### src/rtl/vend_pkg.sv
// Shared vending definitions: coin codes, coin values,
// change-dispenser state encoding and default width.
package vend_pkg;

  localparam int W_DEF = 8;

  localparam logic [1:0] COIN_NONE = 2'b00;
  localparam logic [1:0] COIN_1    = 2'b01;
  localparam logic [1:0] COIN_5    = 2'b10;
  localparam logic [1:0] COIN_10   = 2'b11;

  localparam int VAL_1  = 1;
  localparam int VAL_5  = 5;
  localparam int VAL_10 = 10;

  typedef enum logic [2:0] {
    IDLE   = 3'd0,
    SELECT = 3'd1,
    ISSUE  = 3'd2,
    FINISH = 3'd3,
    FAULT  = 3'd4
  } cd_state_e;

  function automatic logic [3:0] coin_value(
    input logic [1:0] c
  );
    logic [3:0] v;
    v = 4'd0;
    unique case (c)
      COIN_1:  v = 4'd1;
      COIN_5:  v = 4'd5;
      COIN_10: v = 4'd10;
      default: v = 4'd0;
    endcase
    return v;
  endfunction

endpackage

### src/rtl/coin_select.sv
// Greedy coin picker: largest usable coin not above rem.
// usable[0]=1-unit, [1]=5-unit, [2]=10-unit.
module coin_select
  import vend_pkg::*;
#(
  parameter int W = W_DEF
) (
  input  logic [W-1:0] rem,
  input  logic [2:0]   usable,
  output logic [1:0]   coin,
  output logic         found
);

  logic use10;
  logic use5;
  logic use1;

  assign use10 = usable[2] && (rem >= W'(VAL_10));
  assign use5  = !use10 && usable[1]
               && (rem >= W'(VAL_5));
  assign use1  = !use10 && !use5 && usable[0]
               && (rem >= W'(VAL_1));

  always_comb begin
    coin  = COIN_NONE;
    found = 1'b0;
    unique case (1'b1)
      use10: begin
        coin  = COIN_10;
        found = 1'b1;
      end
      use5: begin
        coin  = COIN_5;
        found = 1'b1;
      end
      use1: begin
        coin  = COIN_1;
        found = 1'b1;
      end
      default: begin
        coin  = COIN_NONE;
        found = 1'b0;
      end
    endcase
  end

endmodule

### src/rtl/change_dispenser.sv
// Change dispenser: pays CREDIT-PRICE out one coin at a time.
// CHANGE_INVENTORY_EN adds the EMPTY port and empty-hopper faults.
module change_dispenser
  import vend_pkg::*;
#(
  parameter int W = W_DEF
) (
  input  logic         CLK,
  input  logic         RST,
  input  logic         REQ,
  input  logic [W-1:0] CREDIT,
  input  logic [W-1:0] PRICE,
  input  logic         COIN_ACK,
`ifdef CHANGE_INVENTORY_EN
  input  logic [2:0]   EMPTY,
`endif
  output logic [1:0]   COIN,
  output logic         COIN_VLD,
  output logic         BUSY,
  output logic         DONE,
  output logic         ERR
);

  cd_state_e    state_q;
  cd_state_e    state_d;
  logic [W-1:0] rem_q;
  logic [1:0]   coin_q;
  logic [2:0]   usable;
  logic [1:0]   pick;
  logic         found;
  logic         short;

`ifdef CHANGE_INVENTORY_EN
  assign usable = ~EMPTY;
`else
  assign usable = 3'b111;
`endif

  assign short = CREDIT < PRICE;

  coin_select #(.W(W)) u_sel (
    .rem    (rem_q),
    .usable (usable),
    .coin   (pick),
    .found  (found)
  );

  always_comb begin
    state_d = state_q;
    unique case (state_q)
      IDLE: begin
        if (REQ) begin
          state_d = short ? FAULT : SELECT;
        end
      end
      SELECT: begin
        if (rem_q == '0) begin
          state_d = FINISH;
        end else if (found) begin
          state_d = ISSUE;
        end else begin
          state_d = FAULT;
        end
      end
      ISSUE: begin
        if (COIN_ACK) begin
          state_d = SELECT;
        end
      end
      FINISH:  state_d = IDLE;
      FAULT:   state_d = IDLE;
      default: state_d = IDLE;
    endcase
  end

  always_ff @(posedge CLK or negedge RST) begin
    if (!RST) begin
      state_q <= IDLE;
      rem_q   <= '0;
      coin_q  <= COIN_NONE;
    end else begin
      state_q <= state_d;
      if (state_q == IDLE && REQ && !short) begin
        rem_q <= CREDIT - PRICE;
      end
      if (state_q == SELECT && rem_q != '0 && found) begin
        coin_q <= pick;
      end
      // Clearing on ack keeps COIN at 00 outside ISSUE.
      if (state_q == ISSUE && COIN_ACK) begin
        rem_q  <= rem_q - W'(coin_value(coin_q));
        coin_q <= COIN_NONE;
      end
    end
  end

  assign COIN     = coin_q;
  assign COIN_VLD = (state_q == ISSUE);
  assign BUSY     = (state_q != IDLE);
  assign DONE     = (state_q == FINISH);
  assign ERR      = (state_q == FAULT);

endmodule

### config.mk
export PLATFORM = sky130hd
export DESIGN_NAME = change_dispenser
export DESIGN_NICKNAME = d
export VERILOG_FILES = /design/src/rtl/vend_pkg.sv /design/src/rtl/coin_select.sv /design/src/rtl/change_dispenser.sv
export SDC_FILE = /design/constraint.sdc
export NUM_CORES = 1
export LEC_CHECK = 0
export CAP_MARGIN = 20
export CORE_ASPECT_RATIO = 1.75
export CORE_MARGIN = 3
export CORE_UTILIZATION = 50
export DETAILED_ROUTE_END_ITERATION = 12
export GPL_TIMING_DRIVEN = 0
export PLACE_DENSITY = 0.78
export SYNTH_ARGS = -nofsm -noshare
export SYNTH_HDL_FRONTEND = slang
export SYNTH_SLANG_ARGS = --single-unit
### constraint.sdc
create_clock -name CLK -period 3.5 [get_ports CLK]
set_input_delay 0.875 -clock CLK [delete_from_list [all_inputs] [get_ports CLK]]
set_output_delay 0.875 -clock CLK [all_outputs]
set_load 0.005 [all_outputs]
==> impl_metrics.toml <==
[detailed_routing]
top_layer = "met4"
routed-wl-met3_um = 118
finalWirelength_um = 3090
drt_iter0_markers = 29
wl_met1_um = 1060
wl_met2_um = 1790
via_count = 1277
firstDrtPassIters = 4
ant_nets = 0
vias_per_cell = 5.97
drc = 0
wl_per_cell_um = 14.4

[timing]
hold_slack_ns = 0.577
min_period_ns = 3.08
clock.fmax_ghz = 0.325
slew_viol_final = 0
setup_tns_ns = 0
hold_viol = 0
rsz0062_at_grt = "false"
setup_ws_ns = 0.423
worstMarginPinSlew_ns = 0.627
period_share_pct = 87.9
relSlewSlack_pct = 58.1
finClkSkew_ns = 0.00680
finalSetupViolations = 0

[cells_and_area]
syn_to_final_growth_pct = 24.8
fillers = 237
drive_gt1_share_pct = 9.57
final_core_util_pct = 66.1
final_nets = 225
diodes = 0

[critical_path]
worstSetupStartpointType = "primary input"
cp-startpoint = "CREDIT[0]"
r2r_start = "COIN[0]$_DFFE_PN0P_"
slowest_stage = "clkdlybuf4s50_1"
cp_data_required_time_ns = 3.63
worst-r2r-setup-slack_ns = 1.05
path_class = "primary input to flip-flop"
arrival_ns = 3.21
end_kind = "flip-flop"
crit_fanout = 10
path_cells = "clkdlybuf4s50_1 -> inv_1 -> ha_1 -> fa_1 -> nand2b_1 -> a211oi_1 -> o21ai_2 -> buf_6 -> a31oi_1 -> o21ai_1"
cpPeakStageDelay_ns = 0.46

[clock_network]
htreeDepth = 1
clkSinkCount = 13
cts_buffers = 3
clockBufferDepth = 2
clk_latency_ns = 0.25
ctsHoldBuffers = 0
cts_resized = 0
post_cts_buffers = 0
cts.clk_slew.worst_paths_ns = 0.06
cts-root-buf = "clkbuf_8"
cts_tree = "yes"

[power]
clkPwrFrac_pct = 11.6
leakage_nw = 0.730
share_seq_of_total_power_pct = 26.3
p_per_area_nw_per_um2 = 711
switchingPower_uw = 506
swShare_pct = 43.2
p_int_uw = 665
ir_drop_mv = 0.345
combPwrFrac_pct = 62.0

[grt]
grt_pass1_vias = 1274
grt_max_degree = 14
antenna_found_initial = 0
overflow = 0
grt_use_total_pct = 21.2
grt_pass1_wl_um = 5330

[yosys]
ys_seq_elements = 13
synth_edf_count = 0
ys_seq_area_share_pct = 24.6
synth.most_common_cell = "inv_1"
syn_inst = 159
syn_area_um2 = 1320
yosysWarnings = 0
synth_nets = 195
synth_top_area_share_pct = 24.6
avgSynthCellArea_um2 = 8.30
yosys_most_used_dff = "dfrtp_1"
synthTopCellsByArea = "dfrtp_1 25%, ha_1 13%, inv_1 5.1%, a21oi_1 4.2%, nand2_1 3.7%"
yosysUniqueCellTypes = 44
synth_commonest_cells = "18 x inv_1, 14 x ha_1, 13 x dfrtp_1, 13 x nand2_1, 13 x nor2_1"
yosysTopAreaCell = "dfrtp_1"
async_reset_ff_share_pct = 100

[placement]
gp_congestion = 0.801
portBuffers = 25
place_hpwl_um = 2540
place_ws_ns = 0.138

[outcome]
outcome = "complete, no violations"

[job]
maxCapViolations = 0

[worst_hold_path]
min_from = "rem_q[3]$_DFFE_PN0P_"
hold_class = "flip-flop to flip-flop"

[die]
ios = 26
initial_core_util_pct = 53.0
die-area_um2 = 3320
rows = 24
die_y_um = 74.0
dieWidth_um = 44.8
coreArea_um2 = 2490
==> worst max-delay path: cells and delay by family <==
family / cells / cell delay [ns]
buf+inv: 3 / 0.68
compound gates: 4 / 0.87
fa+ha+maj: 2 / 0.61
simple gates: 1 / 0.17
==> power by group through the flow <==
stage	Clock (mW)	Combinational (mW)	Sequential [mW]
2_1_floorplan	0	0.524	0.287
3_3_place_gp	0	0.686	0.302
3_5_place_dp	0	0.723	0.309
4_1_cts	0.138	0.728	0.306
5_1_grt	0.142	0.816	0.323
6_report	0.136	0.726	0.308
==> logic make-up after synthesis <==
group	Yosys count	share of synthesized area (%)
multiplexers	1	0.758
AND/OR/NAND/NOR	56	22.1
buffers and inverters	23	7.87
adder cells (fa/ha/maj)	16	16.3
AO/OA/AOI/OAI	45	25.0
XOR/XNOR	5	3.32
flip-flops	13	24.6
==> sequential cells by signal (all words and copies together) (netlist names) <==
register and flops:
COIN 2, rem_q 8, state_q 3
==> final timing paths <==
check / endpoint / depth (start not counted)
max: rem_q[3]$_DFFE_PN0P_ / 10
min: rem_q[3]$_DFFE_PN0P_ / 2
max reg2reg: rem_q[6]$_DFFE_PN0P_ / 10
min reg2reg: rem_q[3]$_DFFE_PN0P_ / 2
max in group asynchronous: rem_q[5]$_DFFE_PN0P_ / 1
min in group asynchronous: COIN[1]$_DFFE_PN0P_ / 1
==> layout make-up <==
type / count / area, um^2 / area share, %
buffer: 5 / 36.3 / 2.20
clock buffer: 4 / 45.0 / 2.73
timing repair buffer: 25 / 250 / 15.2
inverter: 18 / 67.6 / 4.10
multi-input combinational: 123 / 891 / 54.1
tap: 26 / 32.5 / 1.97
sequential: 13 / 325 / 19.7
==> layout by cell type (no fill, tap or decap), types with 2 or more instances in the layout <==
cell and instances:
clkdlybuf4s50_1 25, inv_1 18, ha_1 14, dfrtp_1 13
nor2_1 13, nand2_1 13, a21oi_1 11, nand3_1 7
o21ai_0 6, nand2b_1 5, a211oi_1 5, nor3_1 4
xnor2_1 3, nor2b_1 3, o221ai_1 3, clkbuf_8 3
buf_6 2, buf_2 2, o31a_1 2, xor2_1 2
and2_1 2, o211ai_1 2, clkbuf_1 2, a32o_1 2
or3_1 2, o311a_2 2, o221a_2 2, fa_1 2
==> stage by stage <==
step,total power [mW],instance area [um^2],std cells
6_report,1.17,1650,214
5_1_grt,1.28,1650,214
4_1_cts,1.17,1650,214
3_5_place_dp,1.03,1600,210
3_3_place_gp,0.988,1600,210
2_1_floorplan,0.811,1320,159
==> per-layer routing <==
layer	vias to the layer above	track usage, %
li1	633	-
met1	593	20.8
met2	40	42.1
met3	11	1.21
met4	0	10.4
met5	-	0
No activity file was read; power rests on OpenSTA's default activity.
